--- src/rtl/mmc3_scanline_irq.sv ---
// rtl/mmc3_scanline_irq.sv - MMC3 scanline IRQ: filtered PPU A12 edge counter with latch/reload/enable
// Define MMC3_ALT_IRQ_EN for Rev A (NEC) IRQ behaviour; default is Rev B (Sharp).
module mmc3_scanline_irq #(
  parameter int A12_LOW_MIN = 3,
  parameter int FILTER_BITS = 2
) (
  input  logic       m2,
  input  logic       reset,
  input  logic       ppu_a12,
  input  logic       reg_wr,
  input  logic [1:0] reg_sel,
  input  logic [7:0] reg_data,
  output logic       irq_n,
  output logic [7:0] counter_dbg
);

  localparam logic [1:0] SEL_LATCH   = 2'd0;
  localparam logic [1:0] SEL_RELOAD  = 2'd1;
  localparam logic [1:0] SEL_DISABLE = 2'd2;
  localparam logic [1:0] SEL_ENABLE  = 2'd3;

  localparam logic [FILTER_BITS-1:0] LOW_MAX = FILTER_BITS'(A12_LOW_MIN);

  logic                   a12_meta_q, a12_meta_d;
  logic                   a12_s_q, a12_s_d;
  logic                   a12_d_q, a12_d_d;
  logic [FILTER_BITS-1:0] low_cnt_q, low_cnt_d;
  logic [7:0]             latch_q, latch_d;
  logic [7:0]             counter_q, counter_d;
  logic                   reload_q, reload_d;
  logic                   enabled_q, enabled_d;
  logic                   pending_q, pending_d;

  logic       a12_edge;
  logic       load_path;
  logic       irq_cond;
  logic [7:0] latch_w;
  logic [7:0] counter_w;
  logic       reload_w;
  logic       enabled_w;
  logic       pending_w;

  always_comb begin
    a12_meta_d = ppu_a12;
    a12_s_d    = a12_meta_q;
    a12_d_d    = a12_s_q;

    // A rise only counts after A12 has been low long enough; sprite-fetch pulses are rejected.
    low_cnt_d = low_cnt_q;
    if (a12_s_q) begin
      low_cnt_d = '0;
    end else if (low_cnt_q != LOW_MAX) begin
      low_cnt_d = low_cnt_q + FILTER_BITS'(1);
    end

    a12_edge = a12_s_q & ~a12_d_q & (low_cnt_q == LOW_MAX);

    // Register write is applied first; the edge then sees the post-write state.
    latch_w   = latch_q;
    counter_w = counter_q;
    reload_w  = reload_q;
    enabled_w = enabled_q;
    pending_w = pending_q;
    if (reg_wr) begin
      case (reg_sel)
        SEL_LATCH:   latch_w = reg_data;
        SEL_RELOAD: begin
          counter_w = 8'd0;
          reload_w  = 1'b1;
        end
        SEL_DISABLE: begin
          enabled_w = 1'b0;
          pending_w = 1'b0;
        end
        SEL_ENABLE:  enabled_w = 1'b1;
        default:     enabled_w = enabled_q;
      endcase
    end

    latch_d   = latch_w;
    counter_d = counter_w;
    reload_d  = reload_w;
    load_path = 1'b0;
    if (a12_edge) begin
      if ((counter_w == 8'd0) || reload_w) begin
        counter_d = latch_w;
        reload_d  = 1'b0;
        load_path = 1'b1;
      end else begin
        counter_d = counter_w - 8'd1;
      end
    end

`ifdef MMC3_ALT_IRQ_EN
    // Rev A: a reload from a zero latch never raises the IRQ.
    irq_cond = a12_edge && (counter_d == 8'd0) && (!load_path || (latch_w != 8'd0));
`else
    irq_cond = a12_edge && (counter_d == 8'd0);
`endif

    enabled_d = enabled_w;
    pending_d = pending_w | (irq_cond & enabled_w);
  end

  always_ff @(posedge m2) begin
    if (reset) begin
      a12_meta_q <= 1'b0;
      a12_s_q    <= 1'b0;
      a12_d_q    <= 1'b0;
      low_cnt_q  <= '0;
      latch_q    <= 8'd0;
      counter_q  <= 8'd0;
      reload_q   <= 1'b0;
      enabled_q  <= 1'b0;
      pending_q  <= 1'b0;
    end else begin
      a12_meta_q <= a12_meta_d;
      a12_s_q    <= a12_s_d;
      a12_d_q    <= a12_d_d;
      low_cnt_q  <= low_cnt_d;
      latch_q    <= latch_d;
      counter_q  <= counter_d;
      reload_q   <= reload_d;
      enabled_q  <= enabled_d;
      pending_q  <= pending_d;
    end
  end

  assign irq_n       = ~pending_q;
  assign counter_dbg = counter_q;

endmodule

--- config.mk ---
export PLATFORM = sky130hd
export DESIGN_NAME = mmc3_scanline_irq
export DESIGN_NICKNAME = d
export VERILOG_FILES = /design/src/rtl/mmc3_scanline_irq.sv
export SDC_FILE = /design/constraint.sdc
export NUM_CORES = 1
export LEC_CHECK = 0
export BUFFER_PORTS_ARGS = -buffer_cell sky130_fd_sc_hd__buf_2
export CAP_MARGIN = 20
export CORE_MARGIN = 3
export CORE_UTILIZATION = 45
export CTS_BUF_LIST = sky130_fd_sc_hd__clkbuf_4 sky130_fd_sc_hd__clkbuf_8
export DETAILED_ROUTE_END_ITERATION = 16
export HOLD_SLACK_MARGIN = 0.02
export PLACE_DENSITY = 0.71
export RECOVER_POWER = 25
export SYNTH_ARGS = -nofsm -noshare
export SYNTH_HDL_FRONTEND = slang
export SYNTH_SLANG_ARGS = --single-unit
export TNS_END_PERCENT = 50
--- constraint.sdc ---
create_clock -name m2 -period 7.75 [get_ports m2]
set_clock_uncertainty 0.05 [all_clocks]
set_input_delay 1.55 -clock m2 [delete_from_list [all_inputs] [get_ports m2]]
set_output_delay 1.55 -clock m2 [all_outputs]
set_load 0.005 [all_outputs]
[After elaboration in Yosys (flattened, before gate mapping)]
Cells that the tools add are included.
Widths: inputs -> output; s select.
Word-level totals
  bits of input ports: 14
  output and inout port bits: 9
  logic and storage cells: 42
  flip-flop bits (word level): 24
Cells by class
  muxes and demuxes: 14
  bitwise operators: 6
  reductions and logical operators: 6
  add/sub/neg operators: 2
  equal/unequal tests: 5
Operators by type and width (count)
  $mux 8: 6
  $logic_not 8->1: 2
  $sub 8x1->8 const B: 1
  $mux 1: 7
  $eq 2x2->1 const B: 3
  $and 1x1->1: 3
  $add 2x1->2 const B: 1
  $eq 2x1->1 const B: 1
  $logic_not 2->1: 1
  $ne 2x2->1 const B: 1
  $not 1->1: 2
  $pmux 1 s2: 1
  $reduce_or 2->1: 1
  $logic_and 1x1->1: 1
  $logic_or 1x1->1: 1
  $or 1x1->1: 1

[Logic depth before layout (Yosys ltp)]
Gate-level depths: netlist of the first run.
  depth after elaboration: 11
  mapped depth: 11
  depth with buffers taken out: 9

[Worst setup path after synthesis of the first run]
OpenSTA, ideal clock, no wires.
  path kind: input-to-reg
  from: input reg_sel[1]
  to: register pending_q
  arrival: 3.674 ns
  library setup time: 0.084 ns
  stages: 11
  buffers on the path: 2
  required time: 7.616 ns
  setup slack: 3.942 ns
  path through: nand3b_1 > clkbuf_8 > nand2_1 > ha_1 > or2b_2 > o311a_1 > buf_6 > mux2i_1 > a32oi_1 > o2111ai_2 > o31ai_2
Between the ends
  word-level cells in the longest chain between the ends: 11
  elaborated cells between the ends (all ways): 23
  those cells by class: add/sub: 1; eq/ne: 3; mux: 12; bitwise: 2; reduce/logical: 5
Ends and longest elaborated chain
  start, declared: line 11  | input logic [1:0] reg_sel,
  parallel branches: the longest is 10 deep, another holds $sub 8x1->8
  $or 1x1->1 (*): line 102  | pending_d = pending_w | (irq_cond & enabled_w);
  end signal, assigned: line 125  | pending_q <= pending_d;
  end, declared: line 32  | logic pending_q, pending_d;
Mark *: on every way between the ends.
A chain may end at the register's enable or synchronous reset.

[Worst setup path in the final report of the first run]
Ends and elaborated chain as after synthesis.

==> results of run 1 <==
layout make-up:
| cell class | instances | area, um^2 |
|---|---|---|
| repair buffers | 23 | 113 |
| multi-input cells | 103 | 686 |
| well taps | 30 | 37.5 |
| inverters | 2 | 7.51 |
| flip-flops and latches | 24 | 480 |
| clock buffers | 4 | 36.3 |
| fillers | 257 | 1180 |
final timing paths:
path,from,to,slack (ns),cells after the start
worst max-delay path,reg_sel[1],pending_q$_SDFF_PP0_,3.62,10
worst min-delay path,a12_meta_q$_SDFF_PP0_,a12_d_d$_SDFF_PP0_,0.42,1
worst max register to register,counter_dbg[4]$_SDFF_PP0_,pending_q$_SDFF_PP0_,5.29,6
worst min register to register,a12_meta_q$_SDFF_PP0_,a12_d_d$_SDFF_PP0_,0.42,1
sequential cells by signal, summed over array words and instances, names as in the netlist:
register	cells
counter_dbg	8
latch_q	8
low_cnt_q	2
a12_d_d	1
a12_d_q	1
a12_meta_q	1
enabled_q	1
pending_q	1
reload_q	1
stage by stage:
stage	setup slack [ns]	cells	utilization, %
6_report	3.62	186	53.4
5_1_grt	3.43	186	53.4
4_1_cts	3.66	186	53.6
3_5_place_dp	3.33	182	52.2
3_3_place_gp	3.42	182	52.2
2_1_floorplan	3.94	136	-
layer usage:
metal | vias to the layer above | GRT usage [%] | part of all wire, %
met5 | - | 0 | 0
met1 | 499 | 23.9 | 47
met4 | 0 | 5.96 | 1.6
li1 | 531 | - | -
met2 | 26 | 29.2 | 46
met3 | 7 | 2.45 | 4.6
where the power goes:
part | total, mW | internal [mW] | switching (mW)
sequential | 0.130 | 0.128 | 0.00229
clock | 0.0653 | 0.0287 | 0.0366
combinational | 0.0233 | 0.0102 | 0.0131
total | 0.219 | 0.167 | 0.0520
placed cells by master (no fill, tap or decap), types with 2 or more instances in the layout:
cell / Yosys / layout
nor3_1: 9 / 9
a21oi_1: 6 / 6
nor3b_1: 2 / 2
a32oi_1: 2 / 2
nor2_1: 16 / 16
clkbuf_1: 3 / 2
ha_1: 3 / 3
clkbuf_4: 0 / 3
dfxtp_1: 24 / 24
a211oi_1: 2 / 2
buf_2: 0 / 21
inv_1: 2 / 2
o21ai_0: 6 / 6
nand3_1: 5 / 5
nor2b_1: 4 / 4
mux2i_1: 14 / 14
nand2_1: 10 / 10
logic make-up after synthesis:
family	count (synthesis)	share of synthesized area, %
simple gates	59	25.7
flops	24	39.1
xor+xnor	2	1.43
buf+inv	9	5.09
compound gates	25	14.3
mux	14	11.4
fa+ha+maj	3	3.06
==> metrics.md, run 1 <==
| Metric | Value |
|---|---|
| Largest area contributor in the netlist | `dfxtp_1` |
| Area post-placement | `1330 um^2` |
| Final net count | `174` |
| #FFs+latches synth | `24` |
| # IOs | `23` |
| Cells after synthesis | `136` |
| Largest net degree at the start of global routing | `25` |
| Global-route wire length before repair | `4720 um` |
| Pwr dens | `161 nW/um^2` |
| Bufs on Longest Clock Path | `2` |
| YS warnings | `0` |
| Post-synthesis async set-or-reset flop share | `0%` |
| Initial antenna violation count | `0` |
| Vias in the first global route | `1035` |
| Clock Pin Slew Worst Setup and Hold Paths | `0.13 ns` |
| Tot GR Track Use | `17.8%` |
| CP Data Arrival Time | `4.33 ns` |
| CTS Sinks | `24` |
| Post-Route WL | `2690 um` |
| H-tree levels | `1` |
| Syn_nets | `153` |
| Port bufs | `22` |
| Final period util | `53.3%` |
| Slew of the pin with the lowest slew margin | `1.02 ns` |
| Vias per cell | `5.72` |
| Antenna cells | `0` |
| CP max FO | `16` |
| DR WL/cell | `14.5 um` |
| Synth top area cells | `dfxtp_1 39%, mux2i_1 11%, nor2_1 4.9%, nor3_1 3.7%, ha_1 3.1%` |
| Residual DRC count | `0` |
| Clock buffer count from CTS | `3` |
| Max incr delay on CP | `0.50 ns` |
| Core Rows | `18` |
| CP cell instances | `buf_2, nand3b_1, nand2_1, ha_1, or2b_2, o311a_1, mux2i_1, a32oi_1, o2111ai_2, o31ai_2` |
| HP Class | `flip-flop to flip-flop` |
| Setup crit end kind | `flip-flop` |
| Max Clock Freq | `242 MHz` |
| PnR Total Power | `219 uW` |
| Seq/Total Area, Yosys | `39.1%` |
| GRT overflow | `0` |
| Fin crit period | `4.13 ns` |
| CTS Hold Bufs | `0` |
| Setup violations, final | `0` |
| Netlist cell types | `42` |
| RSZ-0062 raised after global routing | `false` |
| Post-CTS Setup Bufs | `0` |
| Antenna Violating Nets Remaining | `0` |
| Hold WS | `0.423 ns` |
| Die Footprint | `3390 um^2` |
| Initial DRC count | `43` |
| Leak pwr | `0.558 nW` |
| Max-slew headroom | `32.0%` |
| Worst Path Buf+Inv | `1` |
| CP Class | `input pin to flip-flop` |
| Share of cells above drive strength 1 | `21.8%` |
| DIE WIDTH | `58.3 um` |
| Peak VDD IR | `0.112 mV` |
| Chip Height | `58.3 um` |
| Post-synth EDFFs | `0` |
| Area share of the largest cell type after synthesis | `39.1%` |
| Hpwl dp | `2010 um` |
| Outcome | `finished clean` |
| TritonCTS clock tree | `yes` |
| Fin. max-slew vios | `0` |
| P&R area growth vs syn | `10.7%` |
| Synth Flop Type | `dfxtp_1` |
| Synthesized area per cell | `9.03 um^2` |
| Worst-skew pair later-pin latency | `0.31 ns` |
| First-pass DRT Iterations | `4` |
| Critical-path top delay cell | `nand3b_1` |
| Critical Path Start Type | `input pin` |
| Most common cell in the netlist | `dfxtp_1` |
| Root Driver | `clkbuf_4` |
| Post-layout instance area | `1360 um^2` |
| Most frequent cells after synthesis | `24 x dfxtp_1, 16 x nor2_1, 14 x mux2i_1, 10 x nand2_1, 9 x nor3_1` |
| Number of max-cap violations | `0` |
| Final Hold Vio Count | `0` |
| GPL Wtd Cong | `0.880` |
| PostCTS Resize Cnt | `0` |
| Via count | `1063` |
| Family with the most delay on the worst path | `compound AO/OA/AOI/OAI gates` |
| WP data required | `7.94 ns` |
| Post-synthesis cell area | `1230 um^2` |
| Initial Util | `48.3%` |
| CORE AREA | `2540 um^2` |
| TNS Setup | `0 ns` |
Power figures use the tool's default switching activity.
==> run 2, diff against run 1 <==
--- a/config.mk
+++ b/config.mk
@@ -5,6 +5,7 @@
 export SDC_FILE = /design/constraint.sdc
 export NUM_CORES = 1
 export LEC_CHECK = 0
+export ABC_AREA = 1
 export BUFFER_PORTS_ARGS = -buffer_cell sky130_fd_sc_hd__buf_2
 export CAP_MARGIN = 20
 export CORE_MARGIN = 3
@@ -12,7 +13,7 @@
 export CTS_BUF_LIST = sky130_fd_sc_hd__clkbuf_4 sky130_fd_sc_hd__clkbuf_8
 export DETAILED_ROUTE_END_ITERATION = 16
 export HOLD_SLACK_MARGIN = 0.02
-export PLACE_DENSITY = 0.71
+export PLACE_DENSITY = 0.73
 export RECOVER_POWER = 25
 export SYNTH_ARGS = -nofsm -noshare
 export SYNTH_HDL_FRONTEND = slang
==> constraint.sdc (replaced) <==
create_clock -name m2 -period 3.7 [get_ports m2]
set_clock_uncertainty 0.05 [all_clocks]
set_input_delay 0.74 -clock m2 [delete_from_list [all_inputs] [get_ports m2]]
set_output_delay 0.74 -clock m2 [all_outputs]
set_load 0.005 [all_outputs]
==> run 2 against run 1 <==
Design area up 10%. Critical path depth up 4. Combinational power rose to 3.1 times the previous value. Sequential share of layout area down 3.2 points. Worst hold slack worse by 0.057 ns. Synthesized cell count up 49%. Clock power up 73%. Critical path type unchanged. Largest cell class unchanged.
==> metrics.md, run 2 <==
| Metric | Value |
|---|---|
| Outcome | `finished clean` |
| Max incr delay on CP | `0.33 ns` |
| Comb pwr share | `15.5%` |
| Largest net degree at the start of global routing | `23` |
| Synth top area cells | `dfxtp_1 35%, nand2_1 17%, inv_1 9.1%, nor2_1 6.9%, o21a_1 4.4%` |
| Post-synthesis cell area | `1360 um^2` |
| Via count | `1231` |
| Max-slew headroom | `34.4%` |
| Chip Height | `60.9 um` |
| Initial DRC count | `38` |
| Final net count | `243` |
| Clock Pin Slew Worst Setup and Hold Paths | `0.13 ns` |
| GRT overflow | `0` |
| Syn_nets | `220` |
| Port bufs | `22` |
| Die Footprint | `3710 um^2` |
| Root Driver | `clkbuf_4` |
| Residual DRC count | `0` |
| Antenna cells | `0` |
| Seq pwr share | `59.8%` |
| Most common cell in the netlist | `nand2_1` |
| First-pass DRT Iterations | `4` |
| Synth Flop Type | `dfxtp_1` |
| Critical-path top delay cell | `o21ai_2` |
| Synthesized area per cell | `6.69 um^2` |
| Commonest non-fill, non-tap cell in the layout | `nand2_1` |
| Pwr dens | `306 nW/um^2` |
| CTS Hold Bufs | `0` |
| CP Data Arrival Time | `2.56 ns` |
| H-tree levels | `1` |
| RSZ-0062 raised after global routing | `false` |
| Bufs on Longest Clock Path | `2` |
| PostCTS Resize Cnt | `0` |
| Commonest cells after routing, fill and taps aside | `60 x nand2_1, 33 x inv_1, 25 x nor2_1` |
| Family with the most delay on the worst path | `simple AND/OR/NAND/NOR gates` |
| CORE AREA | `2810 um^2` |
| Leak pwr | `0.817 nW` |
| TritonCTS clock tree | `yes` |
| Max Clock Freq | `411 MHz` |
| Initial antenna violation count | `0` |
| Most frequent cells after synthesis | `60 x nand2_1, 33 x inv_1, 25 x nor2_1, 24 x dfxtp_1, 11 x nand3_1` |
| Final std cells w/o fill | `255` |
| Initial Util | `48.4%` |
| Post-synth EDFFs | `0` |
| Cells after synthesis | `203` |
| Sw power | `123 uW` |
| Final Hold Vio Count | `0` |
| Tot GR Track Use | `16.4%` |
| Critical Path Start Type | `input pin` |
| Internal power | `336 uW` |
| Global-route wire length before repair | `4550 um` |
| WP data required | `3.83 ns` |
| Post-Route WL | `2750 um` |
| Slew of the pin with the lowest slew margin | `0.984 ns` |
| Fin. max-slew vios | `0` |
| Worst-skew pair later-pin latency | `0.31 ns` |
| Setup crit end kind | `flip-flop` |
| Number of max-cap violations | `0` |
| CP Class | `input pin to flip-flop` |
| Share of cells above drive strength 1 | `20.5%` |
| Antenna Violating Nets Remaining | `0` |
| Worst Path Buf+Inv | `2` |
| CP most frequent cell | `nand2_1` |
| CTS Sinks | `24` |
| Largest area contributor in the netlist | `dfxtp_1` |
| Hpwl dp | `2100 um` |
| YS warnings | `0` |
| CP cell instances | `buf_2, inv_2, nand3_2, nand2_1, ha_1, nand2_1, o21ai_2, nand2_1, nand3_1, nand2_1, nand2_1, nor2_1, nand2_1, a21oi_2` |
| Post-synthesis async set-or-reset flop share | `0%` |
| R2r setup slk | `1.82 ns` |
| Vias per cell | `4.83` |
| DIE WIDTH | `60.9 um` |
| Fin crit period | `2.43 ns` |
| Switching share of power | `26.8%` |
| Setup violations, final | `0` |
| Peak VDD IR | `0.191 mV` |
| Final period util | `65.7%` |
| CP max FO | `14` |
| P&R area growth vs syn | `10.3%` |
| Core Rows | `19` |
| Post-CTS Setup Bufs | `0` |
| DR WL/cell | `10.8 um` |
| GPL Wtd Cong | `0.940` |
| TNS Setup | `0 ns` |
| Fillers | `298` |
| PnR Total Power | `459 uW` |
| Seq/Total Area, Yosys | `35.4%` |
| Netlist cell types | `27` |
| Hold WS | `0.366 ns` |
| HP Class | `flip-flop to flip-flop` |
| Cells after DPL | `252` |
| # IOs | `23` |
| Area share of the largest cell type after synthesis | `35.4%` |
| Clock buffer count from CTS | `3` |
| #FFs+latches synth | `24` |
| Vias in the first global route | `1045` |
| Clock share of power | `24.7%` |
-- run 2: changes by cell type after synthesis, sizes merged, moves of 7 or more --
| cell | change |
|---|---|
| nand2 | +57 |
| inv | +34 |
| mux2i | -14 |
| nor2 | +12 |
| nand3 | +8 |
| o21a | +8 |
| nor3 | -7 |
-- run 2: area by class of cell --
| type | count | area, um^2 | area share, % |
|---|---|---|---|
| Clock buffer | 3 | 22.5 | 1.50 |
| Inverter | 36 | 135 | 9.02 |
| Multi-Input combinational cell | 139 | 712 | 47.5 |
| Sequential cell | 24 | 480 | 32.1 |
| Tap cell | 31 | 38.8 | 2.59 |
| Timing Repair Buffer | 22 | 109 | 7.27 |
-- run 2: power by group through the flow --
stage	Combinational [mW]	Clock [mW]	Sequential, mW
3_5_place_dp	0.0714	0	0.280
5_1_grt	0.0819	0.127	0.275
3_3_place_gp	0.0703	0	0.280
2_1_floorplan	0.0544	0	0.279
4_1_cts	0.0720	0.118	0.274
6_report	0.0711	0.113	0.274
-- run 2: final timing paths --
check,start,to,cells past startpoint
max,reg_sel[1],pending_q$_SDFF_PP0_,14
min,a12_meta_q$_SDFF_PP0_,a12_d_d$_SDFF_PP0_,2
max reg2reg,low_cnt_q[0]$_SDFFE_PP0P_,pending_q$_SDFF_PP0_,11
min reg2reg,a12_meta_q$_SDFF_PP0_,a12_d_d$_SDFF_PP0_,2
-- run 2: per-layer routing --
metal | up-vias | global-route usage [%] | wire, um
met3 | 5 | 2.55 | 99
met2 | 24 | 26.7 | 1280
met4 | 0 | 5.57 | 42
li1 | 667 | - | -
met5 | - | 0 | 0
met1 | 535 | 22.1 | 1330
-- run 2: metrics by stage --
step           util [%]  setup WS, ns  instance area, um^2
4_1_cts            53.4          1.31                 1500
5_1_grt            53.4          1.08                 1500
2_1_floorplan         -          1.45                 1360
6_report           53.4          1.27                 1500
3_5_place_dp       52.6         0.978                 1480
3_3_place_gp       52.6          1.04                 1480
-- run 2: worst min-delay path, cell delays in order, from the launching register on --
cell and delay (ns):
dfxtp_1 0.32, inv_1 0.04, nor2_1 0.03
-- run 2: cell families (layout without fill, tap and decap cells) --
kind of cell / Yosys count / count (layout) / synth area share (%)
buf+inv: 40 / 61 / 12.2
flops: 24 / 24 / 35.4
fa+ha+maj: 3 / 3 / 2.77
compound gates: 21 / 21 / 11.2
xor+xnor: 3 / 3 / 1.94
simple gates: 112 / 112 / 36.5
